File: src/rtl/mlaccel_qpi_slave.sv
// QPI slave front end: synchronises and deglitches the host pins, turns nibble pairs into bytes
// for the command decoder and serialises decoder bytes back out during read phases.
module mlaccel_qpi_slave #(
  parameter int         SYNC_STAGES   = 2,
  parameter int         FILT          = 1,
  parameter logic [7:0] UNDERRUN_BYTE = 8'hFF
) (
  input  logic       clock,
  input  logic       resetn,
  input  logic       qpi_csb,
  input  logic       qpi_clk,
  input  logic [3:0] qpi_io_di,
  output logic [3:0] qpi_io_do,
  output logic       qpi_io_oe,
  output logic       xfer_active,
  output logic       rx_start,
  output logic       rx_valid,
  output logic [7:0] rx_data,
  output logic       xfer_end,
  input  logic       tx_dir,
  input  logic [7:0] tx_data,
  input  logic       tx_valid,
  output logic       tx_ready,
  output logic       proto_err
);

  typedef enum logic [1:0] {WAIT_IDLE, IDLE, ACTIVE} state_t;

  localparam int CW = $clog2(FILT + 1) + 1;

  logic [SYNC_STAGES-1:0]      csb_sync, clk_sync, sync_ok;
  logic [SYNC_STAGES-1:0][3:0] io_sync;
  logic                        csb_s, clk_s, sync_flushed;
  logic [3:0]                  io_s;

  logic [CW-1:0] filt_cnt;
  logic          fclk, fclk_rise, fclk_fall;

  state_t state, state_nx;
  logic   entering, leaving, busy;

  logic       half, first, dir_q;
  logic [3:0] hi_nib;
  logic [7:0] tx_byte;

  // sync_ok marks when the reset values have flushed out, so WAIT_IDLE only trusts a real csb=1
  // NOTE: sequential state uses non-blocking assignments so every flop samples pre-edge values.
  always_ff @(posedge clock or negedge resetn) begin
    if (!resetn) begin
      csb_sync <= '1;
      clk_sync <= '1;
      io_sync  <= '0;
      sync_ok  <= '0;
    end else begin
      csb_sync <= {csb_sync[SYNC_STAGES-2:0], qpi_csb};
      clk_sync <= {clk_sync[SYNC_STAGES-2:0], qpi_clk};
      io_sync  <= {io_sync[SYNC_STAGES-2:0], qpi_io_di};
      sync_ok  <= {sync_ok[SYNC_STAGES-2:0], 1'b1};
    end
  end

  assign csb_s        = csb_sync[SYNC_STAGES-1];
  assign clk_s        = clk_sync[SYNC_STAGES-1];
  assign io_s         = io_sync[SYNC_STAGES-1];
  assign sync_flushed = sync_ok[SYNC_STAGES-1];

  // A level change is accepted only after FILT+1 consecutive samples disagree with fclk.
  always_ff @(posedge clock or negedge resetn) begin
    if (!resetn) begin
      fclk      <= 1'b1;
      filt_cnt  <= '0;
      fclk_rise <= 1'b0;
      fclk_fall <= 1'b0;
    end else begin
      fclk_rise <= 1'b0;
      fclk_fall <= 1'b0;
      if (clk_s == fclk) begin
        filt_cnt <= '0;
      end else if (filt_cnt == CW'(FILT)) begin
        fclk      <= clk_s;
        filt_cnt  <= '0;
        fclk_rise <= clk_s;
        fclk_fall <= !clk_s;
      end else begin
        filt_cnt <= filt_cnt + 1'b1;
      end
    end
  end

  always_ff @(posedge clock or negedge resetn) begin
    if (!resetn) state <= WAIT_IDLE;
    else         state <= state_nx;
  end

  // NOTE: the next-state default is assigned first so no path can infer a latch.
  always_comb begin
    state_nx = state;
    case (state)
      WAIT_IDLE: if (sync_flushed && csb_s) state_nx = IDLE;
      IDLE:      if (!csb_s)                state_nx = ACTIVE;
      ACTIVE:    if (csb_s)                 state_nx = IDLE;
      default:                              state_nx = WAIT_IDLE;
    endcase
  end

  always_comb begin
    xfer_active = (state == ACTIVE);
    entering    = (state == IDLE) && !csb_s;
    leaving     = (state == ACTIVE) && csb_s;
    busy        = (state == ACTIVE) && !csb_s;
  end

  // csb rising takes priority over an fclk edge in the same cycle.
  always_ff @(posedge clock or negedge resetn) begin
    if (!resetn) begin
      half      <= 1'b0;
      first     <= 1'b0;
      dir_q     <= 1'b0;
      hi_nib    <= '0;
      tx_byte   <= '0;
      rx_valid  <= 1'b0;
      rx_start  <= 1'b0;
      rx_data   <= '0;
      xfer_end  <= 1'b0;
      proto_err <= 1'b0;
      tx_ready  <= 1'b0;
      qpi_io_do <= '0;
      qpi_io_oe <= 1'b0;
    end else begin
      rx_valid  <= 1'b0;
      rx_start  <= 1'b0;
      xfer_end  <= 1'b0;
      proto_err <= 1'b0;
      tx_ready  <= 1'b0;
      if (!tx_dir) qpi_io_oe <= 1'b0;

      if (entering) begin
        half  <= 1'b0;
        first <= 1'b1;
        dir_q <= 1'b0;
      end else if (leaving) begin
        xfer_end  <= 1'b1;
        proto_err <= half;
        half      <= 1'b0;
        qpi_io_oe <= 1'b0;
        qpi_io_do <= '0;
      end else if (busy && (fclk_rise || fclk_fall)) begin
        dir_q <= tx_dir;
        if ((tx_dir != dir_q) && half) begin
          proto_err <= 1'b1;
          half      <= 1'b0;
        end else if (fclk_rise) begin
          half <= !half;
          if (!tx_dir) begin
            if (!half) begin
              hi_nib <= io_s;
            end else begin
              rx_valid <= 1'b1;
              rx_data  <= {hi_nib, io_s};
              rx_start <= first;
              first    <= 1'b0;
            end
          end
        end else if (tx_dir) begin
          qpi_io_oe <= 1'b1;
          if (half) begin
            qpi_io_do <= tx_byte[3:0];
          end else if (tx_valid) begin
            tx_ready  <= 1'b1;
            tx_byte   <= tx_data;
            qpi_io_do <= tx_data[7:4];
          end else begin
            proto_err <= 1'b1;
            tx_byte   <= UNDERRUN_BYTE;
            qpi_io_do <= UNDERRUN_BYTE[7:4];
          end
        end
      end
    end
  end

endmodule

File: config.mk
export PLATFORM = sky130hd
export DESIGN_NAME = mlaccel_qpi_slave
export DESIGN_NICKNAME = d
export VERILOG_FILES = /design/src/rtl/mlaccel_qpi_slave.sv
export SDC_FILE = /design/constraint.sdc
export NUM_CORES = 1
export LEC_CHECK = 0
export ABC_AREA = 1
export BUFFER_PORTS_ARGS = -buffer_cell sky130_fd_sc_hd__buf_2
export CAP_MARGIN = 30
export CORE_MARGIN = 2
export CORE_UTILIZATION = 40
export DETAILED_ROUTE_END_ITERATION = 16
export PLACE_DENSITY = 0.63
export SLEW_MARGIN = 15
export SYNTH_ARGS = -nofsm -noshare
export SYNTH_HDL_FRONTEND = slang
export SYNTH_SLANG_ARGS = --single-unit
File: constraint.sdc
create_clock -name clock -period 2 [get_ports clock]
set_clock_uncertainty 0.2 [all_clocks]
set_input_delay 0.3 -clock clock [delete_from_list [all_inputs] [get_ports clock]]
set_output_delay 0.3 -clock clock [all_outputs]
set_load 0.01 [all_outputs]
==> reports/results.env, run 1 <==
RSZ0062_AT_GRT='false'
SYNTH_FA_HA_AREA_SHARE_PCT=0
AREA_DELTA_SYNTH_FINAL_PCT=23.56
CLOCK_SINK_COUNT=50
GRT_ANTENNA_BEFORE_REPAIR=0
SYNTH.TOP_CELLS.BY_AREA='dfrtp_1, nand2_1, dfstp_2'
NUM_ANTENNA_CELLS=0
PERIOD_NEEDED_NS=1.683
DRC_VIOLATIONS_LEFT=0
WL_UM=3135
SYNTH_LARGEST_AREA_CELL='dfrtp_1'
P_SEQ_SHARE_PCT=53.2
POSTLAYOUTCELLAREA_MM2=0.002435
DRIVE_GT1_SHARE_PCT=32.07
GRT_START_MAX_NET_PINS=51
SYNTH_TOP_CELLS_BY_COUNT='nand2_1, dfrtp_1, inv_1'
SYN_INST=186
ROW_COUNT=25
POST-SYNTH-TOP-AREA-FRACTION_PCT=57.14
CTS_MAX_LEVEL=2
HP-CLASS='in2reg'
TRITONCTS.NUM_BUFFERS=5
POWER.SHARE.COMBINATIONAL_PCT=14.9
POSTPLACECELLAREA_MM2=0.002243
ANT_NETS=0
CHIPWIDTH_UM=74.19
SYNTH.AREA.MUX_SHARE_PCT=0
WORSTPATHMAXFANOUT=4
FF_LATCH_AREA_MM2=0.001257
WORST-ENDPOINT-ARRIVAL_NS=1.18
DETAILEDROUTE.FIRSTPASSITERATIONCOUNT=4
POSTSYNTHREGISTERBITS=50
YOSYS.AREA_SHARE.SIMPLE_PCT=22.60
START_UTIL_PCT=41.72
SYNTH-XOR-AREA-SHARE_PCT=0.4444
WORST_EP_REQUIRED_TIME_NS=1.50
MAX-VDD-IR-DROP_uV=528.3
GRT_PASS1_VIAS=1203
PORT-BUFFER-COUNT=36
HOLD_SLACK_FINAL_NS=0.05891
FINALNETCOUNT=254
YOSYSMOSTFREQUENTCELL='nand2_1'
MAIN_COMBINATIONAL_CELL_FAMILY_BY_AREA_AFTER_SYNTHESIS='simple AND/OR/NAND/NOR gates'
CLOCK-ROOT-BUFFER='clkbuf_8'
FINAL.SETUP.TNS_NS=0
NUMBER_OF_ENABLE_FLIP_FLOP_CELLS_AFTER_SYNTHESIS=0
TRACK_USAGE_PCT=12.79
CTSRESIZECOUNT=0
SHARE_CLK_OF_TOTAL_POWER_PCT=31.9
TRITONCTS_CLOCK_TREE='yes'
SYNTH_TOP_FLOP_CELL='dfrtp_1'
DIE_H_UM=74.19
WIRE_PER_INST_UM=10.31
FINISH.UTILIZATION_PCT=51.55
SYNTH-COMPOUND-AREA-SHARE_PCT=7.746
PLACE_CONGESTION=0.8547
TOP_LEVEL_PORTS=37
VIA_PER_INST=4.336
FINAL-MAX-SLEW-VIOLATION-COUNT=0
MULTI_INPUT_GATE_AREA_IN_THE_FINAL_LAYOUT_UM2=610.6
GLOBAL_ROUTE_WIRE_LENGTH_BEFORE_REPAIR_UM=5188
SYN-NUM-NETS=204
POST_SYNTH_NUM_CELL_TYPES=27
MAXIMUM_CLOCK_PATH_BUFFER_COUNT=2
PWR_DENSITY_CELL_mW_PER_MM2=946.8
CLK_TRANSITION_REPORTED_PATHS_NS=0.09
STATIC-LEAKAGE-POWER_nW=1.344
TIMING.FINAL.SETUP_VIOLATIONS=0
DRV.MAX_CAP_VIOLATION_COUNT=0
CRITPATHLAUNCHTYPE='flip-flop'
DR_TOTAL_VIAS=1318
NETSWITCHINGFRACTION_PCT=26.17
P_SWITCHING_mW=0.6034
GRT-OVFL-TOTAL=0
DRT_FIRST_ITER_VIOLATIONS=69
FINAL_HOLD_VIOL_COUNT=0
HALF_PERIMETER_WIRE_LENGTH_OF_THE_DETAILED_PLACEMENT_RESULT_UM=2202
END_KIND='output port'
FP.COREAREA_MM2=0.004723
DIEAREA_MM2=0.005504
ASYNCSETRESETFLOPFRACSYNTH_PCT=100.0
TOTAL_NUMBER_OF_YOSYS_WARNINGS=0
YOSYSSEQAREASHARE_PCT=63.81
WORST-SETUP-PATH-TYPE='reg2out'
SYNTH.AVG_CELL_AREA_UM2=10.59
OUTCOME='complete, no violations'
PERIOD_SHARE_PCT=84.16
WORSTSKEWPAIRLATENCY_NS=0.30
SYNTHESIS.AREA_MM2=0.001971
MAX_FREQ_MHz=594.1
P_INT_mW=1.702
FILLERINSTANCES=449
through the flow:
stage                     setup WS (ns)  total power, mW  cells
after floorplan                  0.5844            1.474    186
after global placement           0.4568            1.579    289
after detailed placement         0.4247            1.587    289
after CTS                        0.3010            2.343    304
after global routing             0.2110            2.439    304
final                            0.3168            2.305    304
registers in the layout (all words and copies together), names as in the netlist, 2 cells and up:
name,flops
hi_nib,4
filt_cnt,2
clk_sync,2
rx_data,8
sync_ok,2
io_sync,4
qpi_io_do,4
csb_sync,2
io_s,4
state,2
tx_byte,4
layout by cell type (no fill, tap or decap), types with 5 or more instances in the layout:
cell type	n
nand2_1	47
dfrtp_1	45
buf_2	36
inv_1	18
nor2_1	16
o21ai_0	10
o21ai_2	8
dlygate4sd3_1	7
clkbuf_8	6
inv_2	5
nand3_1	5
dfstp_2	5
final timing paths:
kind,from,endpoint,slack (ns),cells after the start
worst max-delay path,state[0],xfer_active,0.32,4
worst min-delay path,tx_data[2],tx_byte[2],0.06,3
worst max register to register,state[0],first,0.41,6
worst min register to register,io_sync[3],io_s[3],0.15,0
max in group asynchronous,resetn,csb_sync[0],1.02,3
min in group asynchronous,resetn,tx_ready,0.31,3
power by group through the flow:
stage	clock network, mW	logic (mW)	registers (mW)
global route	0.800	0.397	1.24
global placement	0	0.335	1.24
detailed placement	0	0.339	1.25
floorplan	0	0.233	1.24
finish	0.735	0.343	1.23
CTS	0.762	0.352	1.23
critical path: stages, from the launching register on:
cell and delay, ns:
dfrtp_1 0.38, inv_1 0.15, nand2_1 0.07, inv_1 0.12, buf_2 0.15
kinds of logic (layout without fill, tap and decap cells):
logic type | count (synthesis) | after routing
XOR/XNOR | 1 | 1
AND/OR/NAND/NOR | 86 | 86
flip-flops | 50 | 50
buffers and inverters | 25 | 76
other | 1 | 1
AO/OA/AOI/OAI | 23 | 23
repair_timing:
action | in CTS | in global routing
hold endpoints to repair | 51 | 0
hold buffers | 7 | 0
setup endpoints to repair | 0 | 0
setup buffers | 0 | 0
layer usage:
layer / track usage [%] / wire length [um] / vias to the layer above
li1: - / - / 690
met1: 16.73 / 1411 / 593
met5: 0 / 0 / -
met2: 19.35 / 1526 / 30
met3: 4.201 / 146 / 5
met4: 6.061 / 52 / 0
cell type report:
| type | instances | share of cell area [%] |
|---|---|---|
| inverter | 24 | 3.751 |
| multi-input combinational | 111 | 25.08 |
| clock inverter | 2 | 1.593 |
| clock buffer | 6 | 3.392 |
| timing repair buffer | 44 | 11.10 |
| sequential | 50 | 51.64 |
| tap | 67 | 3.443 |
No activity file was read; power rests on OpenSTA's default activity.
==> inputs of run 2 (changes only) <==
- PLACE_DENSITY: 0.63 -> 0.65
- clock period: 2 -> 1.3 ns (I/O delays scaled with it)
==> reports/results.env, run 2 (same netlist as run 1, synthesis figures left out) <==
PORT-BUFFER-COUNT=36
TIMING.FINAL.SETUP_VIOLATIONS=30
LAYOUT.CELLS.MOST_COMMON_LIST='dfrtp_1, buf_2, nand2_1, buf_4, inv_1'
ROUTE.LAYER.MET1.WL_UM=1675
WL_UM=3983
WORSTPATHMAXFANOUT=4
WORSTSKEWPAIRLATENCY_NS=0.31
DR_TOTAL_VIAS=1515
FINAL_COMMON_CELL='dfrtp_1'
FINAL.SETUP.TNS_NS=-3.681
SETUP.REG_TO_REG.WORST_SLACK_NS=-0.18
TOP_REGISTER='rx_data'
VIOLATED_CHECKS='negative setup slack'
HOLDPATHEND='tx_ready'
DIE_H_UM=74.19
GRT_PASS1_VIAS=1449
START_UTIL_PCT=41.72
VIA_PER_INST=4.443
CRITPATHMOSTFREQUENTCELL='buf_6'
FILLERINSTANCES=373
MAX-VDD-IR-DROP_uV=770.5
DRIVE_GT1_SHARE_PCT=50.36
CRITICAL_PATH.REG2REG.ENDPOINT='rx_data[3]'
MAX_FREQ_MHz=672.5
REG2REG_FROM='csb_sync[1]'
TIMING.CRITICAL_PATH.SLOWEST_CELL_DELAY_NS=0.45
FP.COREAREA_MM2=0.004723
GRT_ANTENNA_BEFORE_REPAIR=0
ROW_COUNT=25
CTS_MAX_LEVEL=2
STATIC-LEAKAGE-POWER_nW=1.524
MET3_LENGTH_UM=136
REG2REGPATHDEPTH=7
DIEAREA_MM2=0.005504
TOP_LEVEL_PORTS=37
HP-CLASS='in2reg'
POWER_mW=3.700
WHS_PATH_DEPTH=3
TRITONCTS.NUM_BUFFERS=5
WORST-ENDPOINT-ARRIVAL_NS=1.09
NUM_ANTENNA_CELLS=0
END_KIND='output port'
CRITPATHLAUNCHTYPE='flip-flop'
GLOBAL_ROUTE_WIRE_LENGTH_BEFORE_REPAIR_UM=6527
DR_WL_MET2_UM=2093
OUTCOME='complete, but fails checks'
CLOCK_SINK_COUNT=50
HALF_PERIMETER_WIRE_LENGTH_OF_THE_DETAILED_PLACEMENT_RESULT_UM=2592
CHIPWIDTH_UM=74.19
TRACK_USAGE_PCT=16.14
WORST_EP_REQUIRED_TIME_NS=0.90
WORST_PATH_MAX_DELAY_CELL='dfrtp_2'
DETAILEDROUTE.FIRSTPASSITERATIONCOUNT=4
FINALNETCOUNT=291
NUMBER_OF_FLIP_FLOPS_IN_THE_LARGEST_REGISTER=8
DRV.MAX_CAP_VIOLATION_COUNT=0
RSZ0062_AT_GRT='true'
GRT_START_MAX_NET_PINS=51
FINAL-MAX-SLEW-VIOLATION-COUNT=0
MIN_FROM='tx_valid'
PLACE_CONGESTION=0.7278
FINAL_HOLD_VIOL_COUNT=0
WIRE_PER_INST_UM=11.68
TOP_LAYER_USED='met4'
CLOCK-ROOT-BUFFER='clkbuf_8'
HOLD_SLACK_FINAL_NS=0.03939
PERIOD_SHARE_PCT=114.4
AREA_DELTA_SYNTH_FINAL_PCT=47.81
POSTLAYOUTCELLAREA_MM2=0.002913
PERIOD_NEEDED_NS=1.487
POSTPLACECELLAREA_MM2=0.002431
DRC_VIOLATIONS_LEFT=0
ANT_NETS=0
DRT_FIRST_ITER_VIOLATIONS=50
PWR_DENSITY_CELL_mW_PER_MM2=1270
PATH_CELLS='nand2_2 > inv_2 > buf_6 > buf_6'
TRITONCTS_CLOCK_TREE='yes'
GRT-OVFL-TOTAL=0
MAXIMUM_CLOCK_PATH_BUFFER_COUNT=2
WORST-SETUP-PATH-TYPE='reg2out'
FINAL_CRITICAL_PATH_SETUP_SLACK_NS=-0.1870
CLK_TRANSITION_REPORTED_PATHS_NS=0.09
[run 2: final cells by class]
cell class	instances	area [um^2]	share of cell area, %
clock inverter	2	17.52	0.6014
inverter	24	105.1	3.608
sequential	50	1261	43.30
timing repair buffer	80	608.1	20.88
tap	67	83.83	2.878
clock buffer	6	82.58	2.835
multi-input combinational	112	754.5	25.90
[run 2: where the power goes]
part / internal (mW) / leakage, nW / switching, mW / total, mW
combinational: 0.408 / 0.833 / 0.418 / 0.826
clock: 0.438 / 0.0514 / 0.518 / 0.956
sequential: 1.76 / 0.640 / 0.153 / 1.92
total: 2.61 / 1.52 / 1.09 / 3.70
[run 2: worst max path at each step]
stage / slack [ns] / from / to
floorplan: -0.03 / csb_sync[1] / rx_data[0]
global placement: -0.12 / dir_q / qpi_io_do[1]
detailed placement: -0.16 / state[0] / rx_data[2]
CTS: -0.19 / state[0] / xfer_active
global route: -0.26 / state[0] / half
finish: -0.19 / state[1] / xfer_active
[run 2: per-stage QoR]
step / cells / util (%) / setup WS (ns)
4_1_cts: 339 / 59.87 / -0.1903
5_1_grt: 341 / 61.67 / -0.2641
3_5_place_dp: 308 / 51.47 / -0.1644
2_1_floorplan: 186 / - / -0.03074
6_report: 341 / 61.67 / -0.1870
3_3_place_gp: 308 / 51.47 / -0.1236
[run 2: critical path: cells and delay by family (launching register included)]
family	cells	cell delay, ns
buffers and inverters	3	0.25
DFF	1	0.45
and+or+nand+nor	1	0.08
[run 2: what timing repair did]
item	CTS	global route
setup endpoints to repair	28	31
resized for setup	31	22
endpoints found under the hold margin	61	0
pin swaps	7	16
hold buffers	12	0
cloned	1	0
setup buffers	10	2
[run 2: per-layer routing]
| metal | up-vias | track usage, % |
|---|---|---|
| li1 | 762 | - |
| met1 | 726 | 19.15 |
| met2 | 21 | 27.18 |
| met3 | 6 | 4.743 |
| met4 | 0 | 7.273 |
| met5 | - | 0 |
